### config.mk
export PLATFORM = sky130hd
export DESIGN_NAME = seg7_decoder
export DESIGN_NICKNAME = d
export VERILOG_FILES = /design/src/rtl/seg7_decoder_pkg.sv /design/src/rtl/seg7_stable_filter.sv /design/src/rtl/seg7_decoder.sv
export SDC_FILE = /design/constraint.sdc
export NUM_CORES = 1
export LEC_CHECK = 0
export ABC_CLOCK_PERIOD_IN_PS = 4500
export CAP_MARGIN = 10
export CELL_PAD_IN_SITES_DETAIL_PLACEMENT = 1
export CELL_PAD_IN_SITES_GLOBAL_PLACEMENT = 1
export CORE_MARGIN = 3
export CORE_UTILIZATION = 47
export CTS_CLUSTER_DIAMETER = 80
export CTS_CLUSTER_SIZE = 10
export DETAILED_ROUTE_END_ITERATION = 12
export PLACE_DENSITY = 0.91
export SETUP_SLACK_MARGIN = 0.1
export SYNTH_ARGS = -nofsm -noshare
export SYNTH_HDL_FRONTEND = slang
export SYNTH_SLANG_ARGS = --single-unit
export TNS_END_PERCENT = 1
### constraint.sdc
create_clock -name clk -period 4.5 [get_ports clk]
set_clock_uncertainty 0.2 [all_clocks]
set_input_delay 0.675 -clock clk [delete_from_list [all_inputs] [get_ports clk]]
set_output_delay 0.675 -clock clk [all_outputs]
set_load 0.01 [all_outputs]
### src/rtl/seg7_decoder_pkg.sv
// Shared definitions for the 7-segment decoder and encoder: filter FSM states,
// the segment pattern of each digit ({A,B,C,D,E,F,G}) and the special codes.
package seg7_decoder_pkg;

  typedef enum logic [1:0] {
    ST_WAIT   = 2'd0,
    ST_SETTLE = 2'd1,
    ST_LOCKED = 2'd2
  } filt_state_t;

  localparam logic [3:0] CODE_INVALID = 4'hE;
  localparam logic [3:0] CODE_BLANK   = 4'hF;

  localparam logic [6:0] SEG_0     = 7'b1111110;
  localparam logic [6:0] SEG_1     = 7'b0110000;
  localparam logic [6:0] SEG_2     = 7'b1101101;
  localparam logic [6:0] SEG_3     = 7'b1111001;
  localparam logic [6:0] SEG_4     = 7'b0110011;
  localparam logic [6:0] SEG_5     = 7'b1011011;
  localparam logic [6:0] SEG_6     = 7'b1011111;
  localparam logic [6:0] SEG_7     = 7'b1110000;
  localparam logic [6:0] SEG_8     = 7'b1111111;
  localparam logic [6:0] SEG_9     = 7'b1111011;
  localparam logic [6:0] SEG_BLANK = 7'b0000000;
  // Pattern the encoder shows for anything that is not a digit or blank (G only).
  localparam logic [6:0] SEG_DASH  = 7'b0000001;

  localparam int unsigned CNT_W = 24;

  function automatic logic [3:0] seg7_decode(input logic [6:0] segs);
    case (segs)
      SEG_0:     return 4'd0;
      SEG_1:     return 4'd1;
      SEG_2:     return 4'd2;
      SEG_3:     return 4'd3;
      SEG_4:     return 4'd4;
      SEG_5:     return 4'd5;
      SEG_6:     return 4'd6;
      SEG_7:     return 4'd7;
      SEG_8:     return 4'd8;
      SEG_9:     return 4'd9;
      SEG_BLANK: return CODE_BLANK;
      default:   return CODE_INVALID;
    endcase
  endfunction

  function automatic logic [6:0] seg7_encode(input logic [3:0] code);
    case (code)
      4'd0:       return SEG_0;
      4'd1:       return SEG_1;
      4'd2:       return SEG_2;
      4'd3:       return SEG_3;
      4'd4:       return SEG_4;
      4'd5:       return SEG_5;
      4'd6:       return SEG_6;
      4'd7:       return SEG_7;
      4'd8:       return SEG_8;
      4'd9:       return SEG_9;
      CODE_BLANK: return SEG_BLANK;
      default:    return SEG_DASH;
    endcase
  endfunction

endpackage

### src/rtl/seg7_stable_filter.sv
// Two-flop synchronizer plus stability filter: a pattern is accepted after
// STABLE_CYCLES consecutive identical samples; accept is a one-cycle pulse.
module seg7_stable_filter
  import seg7_decoder_pkg::*;
#(
  parameter int unsigned STABLE_CYCLES = 133000,
  parameter bit          ACTIVE_LOW    = 1'b0
) (
  input  logic       clk,
  input  logic       rst,
  input  logic [7:0] seg,
  output logic [7:0] held,
  output logic       accept
);

  localparam logic [CNT_W-1:0] TARGET = CNT_W'(STABLE_CYCLES);

  if (STABLE_CYCLES < 2 || STABLE_CYCLES > 32'h00FF_FFFF) begin : g_range_check
    $error("seg7_stable_filter: STABLE_CYCLES out of range 2..2^24-1");
  end

  logic [7:0]       sync1;
  logic [7:0]       sync2;
  logic [7:0]       sample;
  logic [CNT_W-1:0] counter;
  logic [CNT_W-1:0] count_inc;
  filt_state_t      state;

  always_ff @(posedge clk or posedge rst) begin
    if (rst) begin
      sync1 <= '0;
      sync2 <= '0;
    end else begin
      sync1 <= seg;
      sync2 <= sync1;
    end
  end

  assign sample    = ACTIVE_LOW ? ~sync2 : sync2;
  // Saturating increment keeps the count pinned once it reaches all-ones.
  assign count_inc = (&counter) ? counter : counter + CNT_W'(1);

  always_ff @(posedge clk or posedge rst) begin
    if (rst) begin
      state   <= ST_WAIT;
      counter <= '0;
      held    <= '0;
      accept  <= 1'b0;
    end else begin
      accept <= 1'b0;
      case (state)
        ST_WAIT: begin
          state   <= ST_SETTLE;
          counter <= CNT_W'(1);
          held    <= sample;
        end
        ST_SETTLE: begin
          if (sample != held) begin
            held    <= sample;
            counter <= CNT_W'(1);
          end else begin
            counter <= count_inc;
            if (count_inc >= TARGET) begin
              state  <= ST_LOCKED;
              accept <= 1'b1;
            end
          end
        end
        ST_LOCKED: begin
          if (sample != held) begin
            held    <= sample;
            counter <= CNT_W'(1);
            state   <= ST_SETTLE;
          end else begin
            counter <= count_inc;
          end
        end
        default: begin
          state   <= ST_WAIT;
          counter <= '0;
        end
      endcase
    end
  end

endmodule

### src/rtl/seg7_decoder.sv
// Decodes a filtered 7-segment pattern into a digit code and presents each new
// pattern as a valid/ready event; events arriving while one is stalled are dropped.
module seg7_decoder
  import seg7_decoder_pkg::*;
#(
  parameter int unsigned STABLE_CYCLES = 133000,
  parameter bit          ACTIVE_LOW    = 1'b0
) (
  input  logic       clk,
  input  logic       rst,
  input  logic [7:0] seg,
  output logic [3:0] digit,
  output logic       dp,
  output logic       blank,
  output logic       invalid,
  output logic       out_valid,
  input  logic       out_ready,
  output logic       overrun
);

  logic [7:0] held;
  logic       accept;
  logic [3:0] code;
  logic       have_last;
  logic [7:0] last_pattern;
  logic       new_event;

  seg7_stable_filter #(
    .STABLE_CYCLES(STABLE_CYCLES),
    .ACTIVE_LOW   (ACTIVE_LOW)
  ) u_filter (
    .clk   (clk),
    .rst   (rst),
    .seg   (seg),
    .held  (held),
    .accept(accept)
  );

  assign code      = seg7_decode(held[7:1]);
  // Re-accepting the same pattern (e.g. after a short glitch) is not a new event.
  assign new_event = accept && (!have_last || (held != last_pattern));

  always_ff @(posedge clk or posedge rst) begin
    if (rst) begin
      have_last    <= 1'b0;
      last_pattern <= '0;
      digit        <= 4'h0;
      dp           <= 1'b0;
      blank        <= 1'b0;
      invalid      <= 1'b0;
      out_valid    <= 1'b0;
      overrun      <= 1'b0;
    end else begin
      if (accept) begin
        have_last    <= 1'b1;
        last_pattern <= held;
      end
      if (new_event && out_valid && !out_ready) begin
        overrun <= 1'b1;
      end else if (new_event) begin
        digit     <= code;
        dp        <= held[0];
        blank     <= (code == CODE_BLANK);
        invalid   <= (code == CODE_INVALID);
        out_valid <= 1'b1;
      end else if (out_valid && out_ready) begin
        out_valid <= 1'b0;
      end
    end
  end

endmodule
[After elaboration in Yosys (flattened, before gate mapping)]
Index checks and enable logic that the tools add are counted.
Storage, ports and cells
  input port bits: 11
  output and inout bits: 9
  logic and storage cells: 69
  bits in registers: 69
Cells by class
  reductions and logical operators: 17
  add/sub/neg operators: 1
  order comparisons: 1
  multiplexer cells: 15
  equality and inequality tests: 20
  bitwise gates (word level): 1
Operator list (count)
  == test 7 bit (second input constant): 8
  2-to-1 mux 24 bit: 2
  case mux 24 bit (2 select lines): 1
  case mux 4 bit (11 select lines): 1
  adder 24 x 1 -> 24 bit (second input constant): 1
  >= comparator 24 x 18 -> 1 bit (second input constant): 1
  AND reduction 24 bit: 1
  inequality test 8 bit: 2
  case mux 8 bit (2 select lines): 1
  == test 7 x 6 -> 1 bit (second input constant): 2
  == test 4 bit (second input constant): 2
  2-to-1 mux 8 bit: 1
  zero test 7 bit: 1
  2-to-1 mux 2 bit: 3
  inequality test 2 x 1 -> 1 bit (second input constant): 3
  case mux 2 bit (3 select lines): 1
  AND reduction 2 bit: 3
  2-to-1 mux 1 bit: 5
  logical AND 1 bit: 4
  nonzero test 2 bit: 2
  AND reduction 3 bit: 1
  == test 2 x 1 -> 1 bit (second input constant): 1
  == test 2 bit (second input constant): 1
  zero test 1 bit: 2
  5 further kinds: 5

[Logic depth before layout (Yosys ltp)]
  word-level depth: 7
  depth in mapped cells: 10
  mapped depth without buffers: 9

[By module]
Synthesis repeated with hierarchy kept, for this count alone.
Unflattened totals
  cell total of the unflattened synthesis: 354
  area, all modules: 3789.9 um^2
Modules (own cells, without submodules)
  seg7_stable_filter: times used 1, sequential area each 1276.2 um^2, cells each 261, area each 2706.3 um^2
  seg7_decoder: times used 1, sequential area each 450.4 um^2, cells each 93, area each 1083.5 um^2

[Worst setup path after synthesis]
Ideal clock, no wire load.
  path kind: register to register
  from: reg u_filter.counter[0]
  to: reg u_filter.state[0]
  cell stages (with the launch flop): 11
  slack: 1293 ps
  library setup time: 125 ps
  clock period less this slack: 3207 ps
  required time: 4175 ps
  arrival time: 2882 ps
  buffers on the path: 1
  path through: dfrtp_1 ha_1 clkbuf_1 and4_1 and4_1 a2111oi_1 xor2_1 a311o_1 o32ai_1 a41o_1 mux2_4
Between the ends
  cells in the longest elaborated chain, start to end: 5
  elaborated cells between the ends (all ways): 6
  those cells by class: add/sub (1); order compare (1); eq/ne (1); mux (1); reduce/logical (2)
Ends and longest elaborated chain
  from (decl): line seg7_stable_filter.sv:25  | logic [CNT_W-1:0] counter;
  from (signal assigned): line seg7_stable_filter.sv:62  | counter <= count_inc;
  from (signal assigned): line seg7_stable_filter.sv:75  | counter <= count_inc;
  adder 24 x 1 -> 24 bit / AND reduction 24 bit (equally long branches): line seg7_stable_filter.sv:41  | assign count_inc = (&counter) ? counter : counter + CNT_W'(1);
  2-to-1 mux 24 bit (*): line seg7_stable_filter.sv:41
  >= comparator 24 x 18 -> 1 bit (*): line seg7_stable_filter.sv:63  | if (count_inc >= TARGET) begin
  inequality test 2 x 1 -> 1 bit (no source line) (*)
  AND reduction 3 bit (no source line) (*)
  to (signal assigned): line seg7_stable_filter.sv:45  | state <= ST_WAIT;
  to (signal assigned): line seg7_stable_filter.sv:64  | state <= ST_LOCKED;
  to (signal assigned): line seg7_stable_filter.sv:73  | state <= ST_SETTLE;
  to (decl): line seg7_stable_filter.sv:27  | filt_state_t state;
Every way passes the cells marked *; elsewhere a longest branch is shown, timed or not.
A chain may end at the register's enable or synchronous reset.

[Worst setup path in the final report]
Same ends and word-level chain as after synthesis.

==> flow_summary.json <==
{
  "numPortBuffers": 19,
  "clock_latency_ns": 0.35,
  "start_util_pct": 49.3,
  "tns_ns": 0,
  "core_area_um2": 7410,
  "cts_tree": "yes",
  "rsz0062_at_grt": "no",
  "placedCellCount": 462,
  "worstSetupPathType": "reg2reg",
  "track_usage_pct": 22.8,
  "syn_nets": 387,
  "antenna_found_initial": 0,
  "p_leak_nw": 1.69,
  "crit_arrival_ns": 3.55,
  "worstMarginPinSlew_ns": 0.866,
  "async_flop_share_pct": 100,
  "synth_top_area_share_pct": 47.3,
  "die_y_um": 94.2,
  "drv_slew": 0,
  "ioPinCount": 20,
  "syn2layout_area_growth_pct": 11.1,
  "route.detailed.drc": 0,
  "cts.hold.buffers_added": 0,
  "synth_top_flop_cell": "dfrtp_1",
  "vias_per_cell": 6.11,
  "wirelength_mm": 9.11,
  "postCtsSetupRepairBufs": 0,
  "post_synth_num_cell_types": 60,
  "cts_root_buffer": "clkbuf_8",
  "first_pass_iters": 4,
  "timing.fmax_ghz": 0.286,
  "synth-seq-cells": 69,
  "hold_slack_ns": 0.152,
  "fin_crit_ns": 3.50,
  "status": "finished clean",
  "cts_inserted_buffers": 9,
  "drt_iter0_drc": 155,
  "synth-edff-count": 0,
  "grt_pass1_vias": 3103,
  "fin_crit_sh_pct": 77.7,
  "grt_max_degree": 42,
  "worstPathMaxFanout": 9,
  "die_w_um": 94.2,
  "wl_per_cell_um": 19.1,
  "crit_path_end_kind": "flop",
  "hold_viol_final": 0,
  "setup_viol": 0,
  "dp_hpwl_mm": 6.27,
  "drv_cap": 0,
  "synth_seq_area_share_pct": 47.3,
  "path_clk_slew_ns": 0.09,
  "synth.area.top_cells": "dfrtp_1 47%, mux2_2 4.6%, xnor2_1 4.3%, nand2_1 4.0%, xor2_1 3.4%",
  "htreeDepth": 3,
  "total_power_mw": 1.23,
  "die_area_um2": 8860,
  "n_antenna_cell": 0,
  "post_cts_resized": 0,
  "slew_headroom_pct": 42.2,
  "vias": 2922,
  "clock-sinks": 69,
  "p_per_area_nw_per_um2": 303,
  "syn_area_per_cell_um2": 9.87,
  "rows": 31,
  "synth_cells": 370,
  "hold_path_class": "reg2reg",
  "clk_path_buf_depth": 2,
  "place_area_um2": 3850,
  "cp-start-kind": "flop",
  "fin_nets": 391,
  "yosysTopAreaCell": "dfrtp_1",
  "cp.required_ns": 4.55,
  "peakVddDrop_v": 0.000262,
  "ant_nets": 0,
  "ys_warn_count": 0,
  "gp_congestion": 0.882,
  "drive_gt1_share_pct": 12.7,
  "mappedNetlistArea_um2": 3650,
  "final-instance-count-excl-fill": 478,
  "final_area_um2": 4060,
  "grt_pass1_wl_mm": 15.7,
  "gr-total-overflow": 0
}
[where the power goes]
part	internal, mW	switching (mW)
Combinational	0.0215	0.0254
Clock	0.266	0.269
Sequential	0.631	0.0169
[layer usage]
layer	routed length (um)	GRT usage, %	up-vias
met5	0	0	-
met4	155	8.90	0
met3	346	3.13	12
met2	4620	38.5	78
met1	3980	29.6	1503
li1	-	-	1329
[Yosys cell counts (2+ instances only)]
cell type   n
nor2b_1     4
nor2_1     30
dfrtp_1    69
ha_1        6
a31oi_1     2
nor4_1      8
o21ai_0    10
nand2b_1    3
and2_1      2
nor3_1     10
o21a_1      2
and3_1     10
inv_1      10
xor2_1     14
clkbuf_1   16
xnor2_1    18
o211ai_1    4
a21oi_1    10
or2_2       4
nand4_1    18
and3_2      2
and4_1      4
a211o_1     2
buf_2      10
nand3_1    11
mux2_2     15
mux2i_1     4
nand2_1    39
o31ai_1     2
[registers in the layout (all words and copies together), names as in the netlist]
name,flops
u_filter.counter,24
out_valid,1
last_pattern,8
u_filter.sync1,8
blank,1
dp,1
invalid,1
u_filter.state,2
u_filter.accept,1
digit,4
u_filter.sample,8
have_last,1
u_filter.held,8
overrun,1
[cell usage in the layout, fill, tap and decap left out, drive strengths merged, types with 2 or more instances in the layout]
cell type	synthesis	final
nor2b	4	4
nor2	30	30
clkdlybuf4s50	0	19
nor3	12	12
and2	2	2
nand2	39	39
or2	4	4
a211o	2	2
clkinv	0	2
a31oi	2	2
a21oi	10	10
a211oi	2	2
and4	4	4
o211ai	4	4
or4	2	2
xor2	14	14
inv	10	14
nand2b	3	3
nand3	12	12
nor4	9	9
mux2i	4	4
nand4	18	18
mux2	16	16
and3	12	12
o21a	2	2
ha	6	6
o31ai	2	2
xnor2	18	18
clkbuf	16	9
o21ai	10	10
dfrtp	69	69
[final cells by class]
class / count / area, um2
clock inverters: 7 / 81.3
well taps: 99 / 124
fillers: 832 / 3350
clock buffers: 9 / 124
flip-flops and latches: 69 / 1730
inverters: 10 / 37.5
multi-input cells: 264 / 1770
repair buffers: 20 / 198
[logic make-up (layout without fill, tap and decap cells)]
| kind of cell | Yosys count | after routing | synth area share [%] |
|---|---|---|---|
| simple gates | 154 | 154 | 22.2 |
| flops | 69 | 69 | 47.3 |
| compound gates | 52 | 52 | 10.3 |
| buf+inv | 37 | 46 | 4.35 |
| xor+xnor | 32 | 32 | 7.67 |
| mux | 20 | 20 | 6.13 |
| fa+ha+maj | 6 | 6 | 2.06 |
[stage by stage]
step                      worst slack (ns)  util, %
after CTS                             1.03     54.8
after global placement                1.18     52.0
after floorplan                       1.29        -
after detailed placement              1.11     52.0
after global routing                 0.784     54.8
final                                 1.00     54.8
[path summary, 6_finish.rpt]
| check | startpoint | end | slack (ns) | cells after the start |
|---|---|---|---|---|
| max | u_filter.counter[0]$_DFF_PP0_ | u_filter.state[0]$_DFFE_PP0P_ | 1.00 | 9 |
| max in group asynchronous | rst | u_filter.held[5]$_DFFE_PP0P_ | 2.57 | 3 |
| min reg2reg | u_filter.sync1[7]$_DFF_PP0_ | u_filter.sample[7]$_DFF_PP0_ | 0.15 | 0 |
| min | u_filter.sync1[7]$_DFF_PP0_ | u_filter.sample[7]$_DFF_PP0_ | 0.15 | 0 |
| min in group asynchronous | rst | u_filter.sync1[7]$_DFF_PP0_ | 0.61 | 2 |
| max reg2reg | u_filter.counter[0]$_DFF_PP0_ | u_filter.state[0]$_DFFE_PP0P_ | 1.00 | 9 |
[critical path, stage by stage, from the launching register on]
cell	delay (ns)
dfrtp_1	0.44
ha_1	0.33
and4_1	0.30
and4_1	0.23
a2111oi_1	0.47
xor2_1	0.23
a311o_1	0.43
o32ai_1	0.30
a41o_1	0.16
mux2_4	0.30
Note: power is estimated with default switching activity, not from simulation.
